**src/rtl/bcd_display_scan.sv**
```systemverilog
// bcd_display_scan: two-digit multiplexed 7-segment scanner with per-frame snapshot, leading-zero blanking and blink
module bcd_display_scan #(
  parameter int SCAN_DIV     = 50000,
  parameter int BLINK_FRAMES = 64,
  parameter int COMMON_ANODE = 1
) (
  input  logic       CLK,
  input  logic       RESET,
  input  logic       en,
  input  logic [3:0] QH,
  input  logic [3:0] QL,
  input  logic       BLINK,
  output logic [6:0] SEG,
  output logic [1:0] AN,
  output logic       FRAME
);
  localparam int PW = $clog2(SCAN_DIV);
  localparam int BW = $clog2(2 * BLINK_FRAMES);
  localparam logic [6:0] SEG_LUT [16] = '{
    7'h3F, 7'h06, 7'h5B, 7'h4F, 7'h66, 7'h6D, 7'h7D, 7'h07,
    7'h7F, 7'h6F, 7'h40, 7'h40, 7'h40, 7'h40, 7'h40, 7'h40
  };
  typedef enum logic {DIG_L, DIG_H} state_t;
  state_t        st_q, st_d;
  logic [PW-1:0] p_q, p_d;
  logic [3:0]    sh_q, sh_d, sl_q, sl_d;
  logic [BW-1:0] b_q, b_d;
  logic [6:0]    seg_q, seg_d;
  logic [1:0]    an_q, an_d;
  logic          frame_q, frame_d;
  logic          tick, fs, vis, lit;
  logic [3:0]    dig;
  always_comb begin
    tick    = p_q == PW'(SCAN_DIV - 1);
    fs      = tick && st_q == DIG_H;
    p_d     = tick ? '0 : p_q + 1'b1;
    st_d    = tick ? (st_q == DIG_L ? DIG_H : DIG_L) : st_q;
    sh_d    = fs ? QH : sh_q;
    sl_d    = fs ? QL : sl_q;
    b_d     = !BLINK ? '0 : !fs ? b_q : b_q == BW'(2 * BLINK_FRAMES - 1) ? '0 : b_q + 1'b1;
    // dropping BLINK shows the display at once, before b has been cleared
    vis     = !BLINK || b_q < BW'(BLINK_FRAMES);
    dig     = st_q == DIG_H ? sh_q : sl_q;
    lit     = en && vis && !(st_q == DIG_H && sh_q == 4'd0);
    seg_d   = lit ? SEG_LUT[dig] : '0;
    an_d    = (lit && p_q != '0) ? (st_q == DIG_H ? 2'b10 : 2'b01) : 2'b00;
    frame_d = fs;
  end
  always_ff @(posedge CLK) begin
    if (RESET) begin
      p_q     <= '0;
      st_q    <= DIG_L;
      sh_q    <= '0;
      sl_q    <= '0;
      b_q     <= '0;
      seg_q   <= '0;
      an_q    <= '0;
      frame_q <= 1'b0;
    end else begin
      p_q     <= p_d;
      st_q    <= st_d;
      sh_q    <= sh_d;
      sl_q    <= sl_d;
      b_q     <= b_d;
      seg_q   <= seg_d;
      an_q    <= an_d;
      frame_q <= frame_d;
    end
  end
  assign SEG   = (COMMON_ANODE != 0) ? ~seg_q : seg_q;
  assign AN    = (COMMON_ANODE != 0) ? ~an_q : an_q;
  assign FRAME = frame_q;
endmodule

```
**config.mk**
```make
export PLATFORM = sky130hd
export DESIGN_NAME = bcd_display_scan
export DESIGN_NICKNAME = d
export VERILOG_FILES = /design/src/rtl/bcd_display_scan.sv
export SDC_FILE = /design/constraint.sdc
export NUM_CORES = 1
export LEC_CHECK = 0
export BUFFER_PORTS_ARGS = -buffer_cell sky130_fd_sc_hd__buf_2
export CAP_MARGIN = 20
export CELL_PAD_IN_SITES_DETAIL_PLACEMENT = 0
export CELL_PAD_IN_SITES_GLOBAL_PLACEMENT = 1
export CORE_UTILIZATION = 45
export CTS_BUF_LIST = sky130_fd_sc_hd__clkbuf_4 sky130_fd_sc_hd__clkbuf_8
export CTS_CLUSTER_SIZE = 40
export DETAILED_ROUTE_END_ITERATION = 7
export PLACE_DENSITY = 0.81
export SETUP_SLACK_MARGIN = 0.1
export SYNTH_ARGS = -nofsm -noshare
export SYNTH_HDL_FRONTEND = slang
export SYNTH_SLANG_ARGS = --single-unit
export TNS_END_PERCENT = 100
```
**constraint.sdc**
```tcl
create_clock -name CLK -period 2.55 [get_ports CLK]
set_input_delay 0.51 -clock CLK [delete_from_list [all_inputs] [get_ports CLK]]
set_output_delay 0.51 -clock CLK [all_outputs]
set_load 0.005 [all_outputs]
```
==> impl_metrics.tcl <==
set metrics [dict create \
    drt_pass1_iterations 4 \
    cpPeakStageDelay_ns 0.66 \
    final.period_utilization 0.9220 \
    worst_ep_required_time_ns 2.77 \
    syn2layout_area_growth_pct 15.52 \
    num-nets-final 282 \
    max_freq_mhz 425.3 \
    diodes 0 \
    drcViolationCount 0 \
    drt-total-wl_um 3887 \
    grt_max_degree 16 \
    via_per_inst 5.061 \
    skew_ns 0.006913 \
    status "completed" \
    clock_sinks 42 \
    die_h_um 67.57 \
    htree_levels 2 \
    final_core_util 0.5507 \
    post_cts.repair.setup_buffers 0 \
    drt_iter0_drc 97 \
    ys_types 32 \
    fin_crit_ns 2.351 \
    criticalPathCategory "reg -> reg" \
    critPathMaxFanout 10 \
    track_usage 0.1890 \
    grt_antenna_before_repair 0 \
    grt_pass1_wl_um 6375 \
    die-area_um2 4565 \
    pre_cts_ws_ns 0.2206 \
    yosys_register_bits 42 \
    slew_headroom 0.6823 \
    ctsHoldBuffers 0 \
    end_kind "flop" \
    whs_ns 0.4509 \
    netlist_area_um2 1934 \
    ctsResizeCount 0 \
    p_leak_nw 0.8240 \
    worstMarginPinSlew_ns 0.4634 \
    fin_setup_tns_ns 0 \
    synth_seq_area_share 0.4347 \
    setup_violations 0 \
    hold_viol 0 \
    initial_utilization 0.4767 \
    grt.overflow.total 0 \
    die_w_um 67.57 \
    layout_common_cells "dfxtp_1, nor2_1, nand2_1" \
    arrival_ns 2.57 \
    drv_cap 0 \
    syn_nets 254 \
    grt_pass1_vias 1400 \
    crit_top_cell "or4_1" \
    cts_root_buf "clkbuf_8" \
    final_area_um2 2235 \
    cpLargestDelayFamily "simple AND/OR/NAND/NOR gates" \
    place_hpwl_um 2739 \
    cts_tree "yes" \
    cts_made_buffers 5 \
    n_fill_cell 402 \
    finalWorstSetupSlack_ns 0.1990 \
    slowest_stage "or4_1" \
    routedWlPerCell_um 12.46 \
    fp-row-count 23 \
    rsz0062_at_grt "false" \
    worst-path-buf-inv 0 \
    path_cells "or4_4, or4_1, or4_1, a21oi_1" \
    synthCells 233 \
    clk_latency_ns 0.29 \
    drive_above_1_share 0.1756 \
    clk_pin_slew_worst_paths_ns 0.08 \
    vias 1579 \
    final_common_cell "dfxtp_1" \
    peakVddDrop_mv 0.3441 \
    yosys_warnings 0 \
    p_per_area_nw_per_um2 520.4 \
    cp-start-kind "flop" \
    port_buffers 21 \
    core-area_um2 4058 \
    hp-class "in -> reg" \
    antenna_left 0 \
    gp_congestion 0.7739 \
    avgSynthCellArea_um2 8.302 \
    boundaryPins 22 \
    placed_area_um2 2140 \
    ctsLongestPathBuffers 2 \
    drv_slew 0 \
]
[flip-flops by register name, summed over array words and instances, names as in the netlist]
register  cells
p_q          16
b_q           7
seg_q         7
sh_q          4
sl_q          4
an_q          2
FRAME         1
st_q          1
[power by group]
part	switching, mW	internal [mW]
Sequential	0.00686	0.666
Combinational	0.0246	0.0219
Clock	0.215	0.229
Total	0.246	0.917
[worst min-delay path, delay by kind of cell]
family | cells | cell delay, ns
buffers and inverters | 1 | 0.09
AOI/OAI and AO/OA | 1 | 0.05
and+or+nand+nor | 1 | 0.04
[area by class of cell]
type                    instances  area (um2)  share of cell area
clock inverters                 1       5.005            0.002240
multi-input cells             162       988.4              0.4423
clock buffers                   7       90.09             0.04031
well taps                      50       62.56             0.02800
repair buffers                 30       172.7             0.07727
flip-flops and latches         42       840.8              0.3763
inverters                      20       75.07             0.03359
[cell families (layout without fill, tap and decap cells)]
group | count (synthesis) | in the layout | share of synthesized area
flops | 42 | 42 | 0.4347
xor+xnor | 16 | 16 | 0.07245
fa+ha+maj | 9 | 9 | 0.05822
compound gates | 34 | 34 | 0.1028
simple gates | 97 | 97 | 0.2419
buf+inv | 29 | 58 | 0.05757
mux | 6 | 6 | 0.03234
[per-stage QoR]
step / power (mW) / instances
after floorplan: 0.7132 / 233
after global placement: 0.7344 / 304
after detailed placement: 0.7353 / 304
after CTS: 1.186 / 312
after global routing: 1.216 / 312
final: 1.163 / 312
[per-layer routing]
layer / track usage / vias to the layer above / routed length (um)
met2: 0.3007 / 22 / 1813
met3: 0.05574 / 4 / 146
met4: 0.07181 / 0 / 42
met5: 0 / - / 0
met1: 0.2382 / 714 / 1885
li1: - / 839 / -
[Yosys cell counts, drive strengths merged]
| master | instances | share of area |
|---|---|---|
| nand4 | 5 | 0.016 |
| mux2i | 4 | 0.021 |
| buf | 2 | 0.0052 |
| or3 | 3 | 0.0097 |
| and2 | 1 | 0.0032 |
| a21o | 1 | 0.0039 |
| ha | 9 | 0.058 |
| mux2 | 2 | 0.012 |
| or4b | 2 | 0.010 |
| and3 | 1 | 0.0032 |
| a21oi | 21 | 0.054 |
| o21ai | 3 | 0.0078 |
| o2111ai | 1 | 0.0045 |
| nor3 | 5 | 0.013 |
| nand3 | 7 | 0.018 |
| a31o | 2 | 0.0091 |
| xnor2 | 14 | 0.063 |
| nand2 | 28 | 0.054 |
| nor4b | 1 | 0.0045 |
| or4 | 6 | 0.025 |
| nor2 | 30 | 0.058 |
| clkbuf | 7 | 0.014 |
| nor4 | 6 | 0.019 |
| or2 | 1 | 0.0032 |
| o31ai | 4 | 0.016 |
| inv | 20 | 0.039 |
| a22oi | 2 | 0.0078 |
| nand2b | 1 | 0.0032 |
| xor2 | 2 | 0.0091 |
| dfxtp | 42 | 0.43 |
[path summary, 6_finish.rpt]
| kind | startpoint | to | slack [ns] | depth (start not counted) |
|---|---|---|---|---|
| worst max register to register | p_q[5] | b_q[6] | 0.20 | 4 |
| worst min-delay path | QL[2] | sl_q[2] | 0.45 | 3 |
| worst min register to register | sl_q[0] | sl_q[0] | 0.45 | 2 |
| worst max-delay path | p_q[5] | b_q[6] | 0.20 | 4 |
Note: power is estimated with default switching activity, not from simulation.
